==> config.mk <==
export PLATFORM = sky130hd
export DESIGN_NAME = fp_operand_mask_flat
export DESIGN_NICKNAME = d
export VERILOG_FILES = /design/src/rtl/fp32_pkg.sv /design/src/rtl/fp_operand_mask_if.sv /design/src/rtl/fp_field_split.sv /design/src/rtl/fp_operand_mask.sv /design/src/flat_wrapper.sv
export SDC_FILE = /design/constraint.sdc
export NUM_CORES = 1
export LEC_CHECK = 0
export BUFFER_PORTS_ARGS = -buffer_cell sky130_fd_sc_hd__buf_2
export CORE_MARGIN = 5
export CORE_UTILIZATION = 35
export DETAILED_ROUTE_END_ITERATION = 7
export HOLD_SLACK_MARGIN = 0.02
export PLACE_DENSITY = 0.77
export SETUP_SLACK_MARGIN = 0.4
export SLEW_MARGIN = 30
export SYNTH_ARGS = -nofsm -noshare
export SYNTH_HDL_FRONTEND = slang
export SYNTH_SLANG_ARGS = --single-unit
==> constraint.sdc <==
create_clock -name clk -period 1.1 [get_ports clk]
set_input_delay 0.22 -clock clk [delete_from_list [all_inputs] [get_ports clk]]
set_output_delay 0.22 -clock clk [all_outputs]
set_load 0.02 [all_outputs]
==> src/rtl/fp32_pkg.sv <==
//------------------------------------------------------------------------------
// Module      : fp32_pkg
// Description : FP32 field widths, field/class types shared by the operand
//               front end of the FP32 adder.
// Revision    : 1.0 - initial release
//------------------------------------------------------------------------------
`default_nettype none

package fp32_pkg;

   localparam int EXP_W = 8;
   localparam int MAN_W = 23;
   localparam int FP_W  = 1 + EXP_W + MAN_W;
   localparam int SIG_W = MAN_W + 1;

   localparam logic [EXP_W-1:0] EXP_MAX = 8'hFF;

   typedef struct packed {
      logic             sign;
      logic [EXP_W-1:0] exponent;
      logic [MAN_W-1:0] mantissa;
   } fp32_fields_t;

   // One-hot-or-zero operand class; all-zero means a normal number.
   typedef struct packed {
      logic is_nan;
      logic is_inf;
      logic is_denorm;
      logic is_zero;
   } fp_class_t;

endpackage : fp32_pkg

`default_nettype wire

==> src/rtl/fp_operand_mask_if.sv <==
//------------------------------------------------------------------------------
// Module      : fp_operand_mask_if
// Description : Operand handshake and split-field bus of fp_operand_mask.
//               classA/classB exist only when MASK_CLASSIFY_EN is defined.
// Revision    : 1.0 - initial release
//------------------------------------------------------------------------------
`default_nettype none

interface fp_operand_mask_if
   import fp32_pkg::*;
#(
   parameter int EXP_W = fp32_pkg::EXP_W,
   parameter int MAN_W = fp32_pkg::MAN_W
) ();

   localparam int c_FP_W  = 1 + EXP_W + MAN_W;
   localparam int c_SIG_W = MAN_W + 1;

   logic               in_valid;
   logic               in_ready;
   logic [c_FP_W-1:0]  A;
   logic [c_FP_W-1:0]  B;
   logic               out_valid;
   logic               out_ready;
   logic               signA;
   logic               signB;
   logic [EXP_W-1:0]   exponentA;
   logic [EXP_W-1:0]   exponentB;
   logic [MAN_W-1:0]   mantissaA;
   logic [MAN_W-1:0]   mantissaB;
   logic [c_SIG_W-1:0] sigA;
   logic [c_SIG_W-1:0] sigB;
`ifdef MASK_CLASSIFY_EN
   logic [3:0]         classA;
   logic [3:0]         classB;
`endif

   modport master (
`ifdef MASK_CLASSIFY_EN
      input  classA, classB,
`endif
      output in_valid, A, B, out_ready,
      input  in_ready, out_valid,
      input  signA, signB, exponentA, exponentB,
      input  mantissaA, mantissaB, sigA, sigB
   );

   modport slave (
`ifdef MASK_CLASSIFY_EN
      output classA, classB,
`endif
      input  in_valid, A, B, out_ready,
      output in_ready, out_valid,
      output signA, signB, exponentA, exponentB,
      output mantissaA, mantissaB, sigA, sigB
   );

endinterface : fp_operand_mask_if

`default_nettype wire

==> src/rtl/fp_field_split.sv <==
//------------------------------------------------------------------------------
// Module      : fp_field_split
// Description : Combinational split of one FP operand into sign, exponent,
//               mantissa and hidden-bit significand; class output only with
//               MASK_CLASSIFY_EN.
// Revision    : 1.0 - initial release
//------------------------------------------------------------------------------
`default_nettype none

module fp_field_split
   import fp32_pkg::*;
#(
   parameter int EXP_W = fp32_pkg::EXP_W,
   parameter int MAN_W = fp32_pkg::MAN_W
) (
   input  wire logic [EXP_W+MAN_W:0] operand,
   output logic                      sign,
   output logic [EXP_W-1:0]          exponent,
   output logic [MAN_W-1:0]          mantissa,
`ifdef MASK_CLASSIFY_EN
   output fp_class_t                 cls,
`endif
   output logic [MAN_W:0]            sig
);

   localparam int c_FP_W = 1 + EXP_W + MAN_W;

   logic w_exp_zero;

   assign sign       = operand[c_FP_W-1];
   assign exponent   = operand[c_FP_W-2 -: EXP_W];
   assign mantissa   = operand[MAN_W-1:0];
   assign w_exp_zero = (exponent == '0);

   // Denormals and zero carry no implicit leading one.
   assign sig = {~w_exp_zero, mantissa};

`ifdef MASK_CLASSIFY_EN
   logic w_exp_max;
   logic w_man_zero;

   assign w_exp_max  = &exponent;
   assign w_man_zero = (mantissa == '0);

   assign cls.is_zero   = w_exp_zero &  w_man_zero;
   assign cls.is_denorm = w_exp_zero & ~w_man_zero;
   assign cls.is_inf    = w_exp_max  &  w_man_zero;
   assign cls.is_nan    = w_exp_max  & ~w_man_zero;
`endif

endmodule : fp_field_split

`default_nettype wire

==> src/rtl/fp_operand_mask.sv <==
//------------------------------------------------------------------------------
// Module      : fp_operand_mask
// Description : Registered FP operand field splitter, one output stage with
//               valid/ready and full throughput. Optional operand class
//               flags under MASK_CLASSIFY_EN.
// Revision    : 1.0 - initial release
//------------------------------------------------------------------------------
`default_nettype none

module fp_operand_mask
   import fp32_pkg::*;
#(
   parameter int EXP_W = fp32_pkg::EXP_W,
   parameter int MAN_W = fp32_pkg::MAN_W
) (
   input wire logic          clk,
   input wire logic          rst_n,
   fp_operand_mask_if.slave  bus
);

   logic             w_accept;
   logic             w_sign_a,     w_sign_b;
   logic [EXP_W-1:0] w_exponent_a, w_exponent_b;
   logic [MAN_W-1:0] w_mantissa_a, w_mantissa_b;
   logic [MAN_W:0]   w_sig_a,      w_sig_b;

   logic             r_out_valid;
   logic             r_sign_a,     r_sign_b;
   logic [EXP_W-1:0] r_exponent_a, r_exponent_b;
   logic [MAN_W-1:0] r_mantissa_a, r_mantissa_b;
   logic [MAN_W:0]   r_sig_a,      r_sig_b;

`ifdef MASK_CLASSIFY_EN
   fp_class_t        w_class_a,    w_class_b;
   fp_class_t        r_class_a,    r_class_b;
`endif

   assign bus.in_ready = ~r_out_valid | bus.out_ready;
   assign w_accept     = bus.in_valid & bus.in_ready;

   fp_field_split #(
      .EXP_W    (EXP_W),
      .MAN_W    (MAN_W)
   ) u_split_a (
      .operand  (bus.A),
      .sign     (w_sign_a),
      .exponent (w_exponent_a),
      .mantissa (w_mantissa_a),
`ifdef MASK_CLASSIFY_EN
      .cls      (w_class_a),
`endif
      .sig      (w_sig_a)
   );

   fp_field_split #(
      .EXP_W    (EXP_W),
      .MAN_W    (MAN_W)
   ) u_split_b (
      .operand  (bus.B),
      .sign     (w_sign_b),
      .exponent (w_exponent_b),
      .mantissa (w_mantissa_b),
`ifdef MASK_CLASSIFY_EN
      .cls      (w_class_b),
`endif
      .sig      (w_sig_b)
   );

   // Fields load only on accept, so idle-cycle X on A/B never reaches them.
   always_ff @(posedge clk) begin
      if (!rst_n) begin
         r_out_valid  <= 1'b0;
         r_sign_a     <= 1'b0;
         r_sign_b     <= 1'b0;
         r_exponent_a <= '0;
         r_exponent_b <= '0;
         r_mantissa_a <= '0;
         r_mantissa_b <= '0;
         r_sig_a      <= '0;
         r_sig_b      <= '0;
      end else begin
         if (w_accept) begin
            r_out_valid  <= 1'b1;
            r_sign_a     <= w_sign_a;
            r_sign_b     <= w_sign_b;
            r_exponent_a <= w_exponent_a;
            r_exponent_b <= w_exponent_b;
            r_mantissa_a <= w_mantissa_a;
            r_mantissa_b <= w_mantissa_b;
            r_sig_a      <= w_sig_a;
            r_sig_b      <= w_sig_b;
         end else if (bus.out_ready) begin
            r_out_valid  <= 1'b0;
         end
      end
   end

`ifdef MASK_CLASSIFY_EN
   always_ff @(posedge clk) begin
      if (!rst_n) begin
         r_class_a <= '0;
         r_class_b <= '0;
      end else if (w_accept) begin
         r_class_a <= w_class_a;
         r_class_b <= w_class_b;
      end
   end

   assign bus.classA = r_class_a;
   assign bus.classB = r_class_b;
`endif

   assign bus.out_valid = r_out_valid;
   assign bus.signA     = r_sign_a;
   assign bus.signB     = r_sign_b;
   assign bus.exponentA = r_exponent_a;
   assign bus.exponentB = r_exponent_b;
   assign bus.mantissaA = r_mantissa_a;
   assign bus.mantissaB = r_mantissa_b;
   assign bus.sigA      = r_sig_a;
   assign bus.sigB      = r_sig_b;

endmodule : fp_operand_mask

`default_nettype wire

==> src/flat_wrapper.sv <==
// flat-port wrapper written by rule: the top's interface ports become plain ports
module fp_operand_mask_flat import fp32_pkg::*;
#(
   parameter int EXP_W = fp32_pkg::EXP_W,
   parameter int MAN_W = fp32_pkg::MAN_W
)
  (clk, rst_n, bus_in_valid, bus_A, bus_B, bus_out_ready, bus_in_ready, bus_out_valid, bus_signA, bus_signB, bus_exponentA, bus_exponentB, bus_mantissaA, bus_mantissaB, bus_sigA, bus_sigB);
  fp_operand_mask_if #(.EXP_W(EXP_W), .MAN_W(MAN_W)) bus_i ();
  input wire logic clk;
  input wire logic rst_n;
  input wire logic [$bits(bus_i.in_valid)-1:0] bus_in_valid;
  input wire logic [$bits(bus_i.A)-1:0] bus_A;
  input wire logic [$bits(bus_i.B)-1:0] bus_B;
  input wire logic [$bits(bus_i.out_ready)-1:0] bus_out_ready;
  output wire logic [$bits(bus_i.in_ready)-1:0] bus_in_ready;
  output wire logic [$bits(bus_i.out_valid)-1:0] bus_out_valid;
  output wire logic [$bits(bus_i.signA)-1:0] bus_signA;
  output wire logic [$bits(bus_i.signB)-1:0] bus_signB;
  output wire logic [$bits(bus_i.exponentA)-1:0] bus_exponentA;
  output wire logic [$bits(bus_i.exponentB)-1:0] bus_exponentB;
  output wire logic [$bits(bus_i.mantissaA)-1:0] bus_mantissaA;
  output wire logic [$bits(bus_i.mantissaB)-1:0] bus_mantissaB;
  output wire logic [$bits(bus_i.sigA)-1:0] bus_sigA;
  output wire logic [$bits(bus_i.sigB)-1:0] bus_sigB;
  assign bus_i.in_valid = bus_in_valid;
  assign bus_i.A = bus_A;
  assign bus_i.B = bus_B;
  assign bus_i.out_ready = bus_out_ready;
  assign bus_in_ready = bus_i.in_ready;
  assign bus_out_valid = bus_i.out_valid;
  assign bus_signA = bus_i.signA;
  assign bus_signB = bus_i.signB;
  assign bus_exponentA = bus_i.exponentA;
  assign bus_exponentB = bus_i.exponentB;
  assign bus_mantissaA = bus_i.mantissaA;
  assign bus_mantissaB = bus_i.mantissaB;
  assign bus_sigA = bus_i.sigA;
  assign bus_sigB = bus_i.sigB;
  fp_operand_mask #(.EXP_W(EXP_W), .MAN_W(MAN_W)) u_core (.clk(clk), .rst_n(rst_n), .bus(bus_i));
endmodule
==> impl_metrics.tcl, run 1 <==
set metrics [dict create \
    io_pins 182 \
    drive_gt1_share_pct 79.2 \
    violations "negative setup slack" \
    clkTransAtPathRegs_ns 0.08 \
    leakage_nw 2.44 \
    p_sw_mw 2.07 \
    grt_usage_pct 20.9 \
    timing.rr.start "u_core.bus.out_valid" \
    rsz0062_at_grt "yes" \
    rows 33 \
    top_layer_used "met4" \
    ys_ff_latch 67 \
    wl_um 11900 \
    drt-met1-wl_um 4320 \
    tightest_slew_ns 0.392 \
    clock_tree.buffer_depth 2 \
    io_buffers 181 \
    grt_pass1_wl_um 17000 \
    coreArea_sq_um 8220 \
    wl_per_cell_um 18.5 \
    fmax_mhz 749 \
    grt_overflow_total 0 \
    maxCapViolCount 0 \
    start_util_pct 35.9 \
    route.detailed.drc 0 \
    final_area_sq_um 5780 \
    gp_congestion 0.758 \
    intPower_mw 4.29 \
    r2r_cells 7 \
    layout_common_cells "buf_6 (121), buf_2 (67), a21oi_1 (54)" \
    period_minus_slack_ns 1.34 \
    synthToLayoutAreaGrowth_pct 95.9 \
    switching_share_pct 32.5 \
    syn_avg_cell_area_sq_um 8.33 \
    wl_met2_um 6320 \
    grt_pass1_vias 3351 \
    first_pass_iters 4 \
    reg2reg_to "u_core.bus.sigB[12]" \
    ys_seq_area_share_pct 45.5 \
    critPathKind "reg2reg" \
    place_area_sq_um 4050 \
    power_mw 6.36 \
    hold_path_end "u_core.bus.sigA[4]" \
    grt_max_degree 38 \
    hp-class "in2reg" \
    die_w_um 102 \
    fin_crit_sh_pct 121 \
    layout.nets 602 \
    mostFrequentLayoutCell "buf_6" \
    hold_viol_final 0 \
    vdd_drop_max_uv 603 \
    startpoint_type "flop" \
    die_y_um 102 \
    detail-route-antenna-nets 0 \
    hp-start "bus_A[4]" \
    cts_buffers 9 \
    path_max_fanout 11 \
    cp-end-kind "flop" \
    sequentialPowerShare_pct 42.5 \
    clk_latency_ns 0.34 \
    htreeDepth 3 \
    cp.arrival_ns 1.57 \
    place.detailed.hpwl_um 6850 \
    ys_warn_count 0 \
    combinationalPowerShare_pct 29.3 \
    relSlewSlack_pct 73.6 \
    clock_sinks 67 \
    netlist_area_sq_um 2950 \
    drt-vias-per-instance 5.23 \
    ctsRootBufferMaster "clkbuf_8" \
    hold_depth 3 \
    syn_inst 354 \
    initialDrtViolationCount 134 \
    reg2reg_slack_ns -0.24 \
    clkPwrFrac_pct 28.2 \
    final.setup.worst_slack_ns -0.236 \
    status "finished, violations left" \
    antennaDiodeCount 0 \
    maxSlewViolCount 0 \
    clock_skew_ns 0.0106 \
    yosysUniqueCellTypes 18 \
    antenna_found_initial 0 \
    wl_met3_um 847 \
    setup_violations 68 \
    die-area_sq_um 10400 \
    crit_required_ns 1.34 \
    vias 3370 \
    cts_tree "built" \
    syn_nets 422 \
    cts_hold_buf 0 \
    powerDensity_nw_per_um2 1100 \
]
[registers in the layout, summed over array words and instances (netlist names)]
name	count
u_core.bus.exponentB	8
u_core.bus.sigB	24
u_core.bus.sigA	24
u_core.bus.exponentA	8
u_core.bus.signB	1
u_core.bus.out_valid	1
u_core.bus.signA	1
[worst max-delay path by stage]
stage | from | to | slack, ns
after global placement | bus_B[26] | u_core.bus.sigB[23] | -0.03
final | u_core.bus.out_valid | u_core.bus.sigB[12] | -0.24
after detailed placement | u_core.bus.out_valid | u_core.bus.sigB[15] | -0.07
after global routing | u_core.bus.out_valid | bus_in_ready | -0.28
after floorplan | u_core.bus.out_valid | u_core.bus.exponentB[5] | 0.02
after CTS | u_core.bus.out_valid | bus_in_ready | -0.24
[cells in the mapped netlist]
library cell  count  area (sq um)
nor2b_4           1          13.8
inv_2             2          7.51
buf_1             2          7.51
o211a_1           1          10.0
o21ai_1          50           250
nand3_1          64           320
nand4_1           1          6.26
clkbuf_1          8          30.0
dfxtp_1          67          1340
inv_1             1          3.75
nor4_1            4          25.0
o21ai_0          14          70.1
buf_2            13          65.1
a21oi_1          66           330
a311oi_1          1          8.76
nor2_1            1          3.75
buf_4            53           398
buf_6             5          56.3
[worst max-delay path, stage by stage (launching register included)]
cell	delay (ns)
dfxtp_4	0.34
nor2b_4	0.12
buf_4	0.13
buf_8	0.14
buf_12	0.14
buf_12	0.15
o21ai_2	0.14
a21oi_2	0.07
[final cells by class]
class                      instances  area (sq um)
clock inverter                     7          45.0
clock buffer                       9           124
multi-input combinational        203          1450
sequential                        67          1540
tap                              105           131
fill                             582          2440
timing repair buffer             250          2470
inverter                           3          11.3
[metal layers]
layer	vias to the layer above	global-route usage (%)
met1	1596	24.1
met4	0	9.41
li1	1591	-
met5	-	0
met3	37	4.89
met2	146	36.6
[power groups by stage]
stage	registers (mW)	logic, mW	clock network [mW]
floorplan	2.86	0.712	0
global placement	2.66	1.23	0
detailed placement	2.67	1.24	0
CTS	2.68	1.66	1.84
global route	2.72	1.98	1.96
finish	2.70	1.87	1.79
[cell families (layout without fill, tap and decap cells)]
| group | after synthesis | in the layout | share of synthesized area [%] |
|---|---|---|---|
| buffers and inverters | 84 | 269 | 19.3 |
| and+or+nand+nor | 71 | 71 | 12.5 |
| DFF | 67 | 67 | 45.5 |
| AOI/OAI and AO/OA | 132 | 132 | 22.7 |
[metrics by stage]
stage	util, %	hold WS, ns	setup WS, ns	cells	TNS [ns]
after global routing	70.3	0.109	-0.279	644	-13.93
after floorplan	-	0.353	0.0191	354	0
final	70.3	0.113	-0.236	644	-10.74
after detailed placement	49.3	0.468	-0.0729	586	-1.84
after global placement	49.3	0.464	-0.0286	586	-0.167
after CTS	64.6	0.0957	-0.238	625	-8.27
[what timing repair did]
action                                  CTS  global route
gates resized for setup                 284            77
cloned                                    3             3
endpoints found under the setup margin  181           181
pin swaps                                 8            11
setup buffers                            20            16
Power figures use the tool's default switching activity.
==> run 2: changes to the inputs <==
--- a/config.mk
+++ b/config.mk
@@ -6,11 +6,12 @@
 export NUM_CORES = 1
 export LEC_CHECK = 0
 export BUFFER_PORTS_ARGS = -buffer_cell sky130_fd_sc_hd__buf_2
+export CORE_ASPECT_RATIO = 1.2
 export CORE_MARGIN = 5
-export CORE_UTILIZATION = 35
+export CORE_UTILIZATION = 43
 export DETAILED_ROUTE_END_ITERATION = 7
 export HOLD_SLACK_MARGIN = 0.02
-export PLACE_DENSITY = 0.77
+export PLACE_DENSITY = 0.9
 export SETUP_SLACK_MARGIN = 0.4
 export SLEW_MARGIN = 30
 export SYNTH_ARGS = -nofsm -noshare
==> run 2 against run 1 <==
The run still ends with negative setup slack left. Worst setup slack improved by 0.062 ns. Sequential power about the same. Critical path type unchanged. Critical endpoint is now u_core.bus.sigB[11]. Cell area decreased by 1.9%. Largest power group unchanged. First-iteration DRC count increased by 13%. Register-to-register slack improved by 0.06 ns. Combinational power decreased by 2%. Wire length increased by 2.1%.
==> impl_metrics.tcl, run 2 (synthesis gave the netlist of run 1 again) <==
set metrics [dict create \
    clkTransAtPathRegs_ns 0.08 \
    cp-end-kind "flop" \
    wl_um 12200 \
    hp-class "in2reg" \
    startpoint_type "flop" \
    mostFrequentLayoutCell "buf_6" \
    cts_tree "built" \
    place.detailed.hpwl_um 6560 \
    die_y_um 101 \
    grt_pass1_wl_um 17000 \
    grt_pass1_vias 3388 \
    rows 33 \
    r2r_cells 6 \
    crit_start "u_core.bus.out_valid" \
    drive_gt1_share_pct 77.3 \
    hold_viol_final 0 \
    nFillCells 345 \
    fmax_mhz 785 \
    vias 3396 \
    clock_skew_ns 0.0141 \
    grt_overflow_total 0 \
    clock_sinks 67 \
    rsz0062_at_grt "yes" \
    reg2reg_slack_ns -0.17 \
    leakage_nw 2.41 \
    maxCapViolCount 0 \
    critPathKind "reg2reg" \
    clock_tree.buffer_depth 2 \
    status "finished, violations left" \
    wl_per_cell_um 19.8 \
    clkPwrFrac_pct 34.4 \
    route.detailed.drc 0 \
    io_buffers 181 \
    clk_latency_ns 0.33 \
    layout.nets 591 \
    detail-route-antenna-nets 0 \
    antenna_found_initial 0 \
    relSlewSlack_pct 75.9 \
    cts_buffers 9 \
    powerDensity_nw_per_um2 1220 \
    p_sw_mw 2.05 \
    grt_max_degree 39 \
    violations "negative setup slack" \
    cp.arrival_ns 1.52 \
    final.setup.worst_slack_ns -0.174 \
    sequentialPowerShare_pct 39.1 \
    timing.rr.start "u_core.bus.out_valid" \
    switching_share_pct 29.8 \
    grt_usage_pct 24.9 \
    tightest_slew_ns 0.358 \
    setup_violations 68 \
    intPower_mw 4.84 \
    die_w_um 85.6 \
    gr-max-usage-layer "met2" \
    use_met3_pct 5.07 \
    crit_required_ns 1.34 \
    cts_hold_buf 0 \
    htreeDepth 3 \
    combinationalPowerShare_pct 26.5 \
    start_util_pct 43.5 \
    fin_hold_ws_ns 0.127 \
    use_met2_pct 45.8 \
    ctsRootBufferMaster "clkbuf_8" \
    power_mw 6.90 \
    period_minus_slack_ns 1.27 \
    initialDrtViolationCount 152 \
    grtUsageMet1_pct 26.6 \
    synthToLayoutAreaGrowth_pct 92.1 \
    drt-vias-per-instance 5.52 \
    reg2reg_to "u_core.bus.sigB[11]" \
    die-area_sq_um 8620 \
    io_pins 182 \
    fin_crit_sh_pct 116 \
    maxSlewViolCount 0 \
    gp_congestion 0.778 \
    path_max_fanout 6 \
    coreArea_sq_um 6770 \
    layout_common_cells "buf_6 (118), buf_2 (67), dfxtp_4 (47)" \
    vdd_drop_max_uv 872 \
    antennaDiodeCount 0 \
    crit_end "u_core.bus.sigB[11]" \
    first_pass_iters 4 \
]
==> run 2: changes by cell type in the layout (fill, tap and decap cells not counted), sizes merged <==
cell    previous run  this run
buf              247       232
clkinv             4         0
bufbuf             0         2
clkbuf            12        17
bufinv             0         1
==> run 2: cell type report <==
type                    count  area, sq um  share of cell area (%)
repair buffers            239         2370                    41.9
inverters                   3         13.8                   0.243
clock inverters             4         52.6                   0.928
clock buffers              12          188                    3.31
flip-flops and latches     67         1540                    27.2
multi-input cells         203         1390                    24.5
well taps                  87          109                    1.92
==> run 2: critical path: stages (launching register included) <==
cell and delay, ns:
dfxtp_4 0.34, nor2b_4 0.17, buf_6 0.15, buf_12 0.15, buf_8 0.13, o21ai_1 0.06, a21oi_1 0.19
==> run 2: what timing repair did <==
action,in CTS,in global routing
cloned,3,6
setup buffers,16,15
pin swaps,0,35
gates resized for setup,277,54
endpoints found under the setup margin,181,181
==> run 2: how the worst min path moves through the flow <==
stage,from,to,slack (ns),depth (start not counted)
final,bus_B[20],u_core.bus.sigB[20],0.13,3
after global placement,u_core.bus.exponentB[7],u_core.bus.exponentB[7],0.46,2
after floorplan,rst_n,u_core.bus.sigB[23],0.35,1
after CTS,bus_B[0],u_core.bus.sigB[0],0.11,3
after detailed placement,u_core.bus.exponentB[7],u_core.bus.exponentB[7],0.47,2
after global routing,bus_B[6],u_core.bus.sigB[6],0.12,3
==> run 2: power groups by stage <==
stage          Clock [mW]  Sequential [mW]  Combinational [mW]
2_1_floorplan           0             2.86               0.712
3_3_place_gp            0             2.66                1.18
3_5_place_dp            0             2.67                1.21
4_1_cts              2.38             2.68                1.61
5_1_grt              2.49             2.72                1.91
6_report             2.37             2.70                1.83
==> run 2: per-layer routing <==
layer	vias up	routed length, um
met2	160	6790
met3	39	723
met4	0	464
li1	1551	-
met5	-	0
met1	1646	4200
==> run 2: metrics by stage <==
step / setup WS [ns] / TNS [ns] / instances / utilization, % / cell area, sq um
3_3_place_gp: -0.0200 / -0.0752 / 559 / 58.3 / 3950
5_1_grt: -0.232 / -9.95 / 615 / 83.6 / 5660
2_1_floorplan: 0.0191 / 0 / 354 / - / 3420
3_5_place_dp: -0.0698 / -1.57 / 559 / 58.3 / 3950
4_1_cts: -0.142 / -6.77 / 594 / 76.9 / 5200
6_report: -0.174 / -6.03 / 615 / 83.6 / 5660
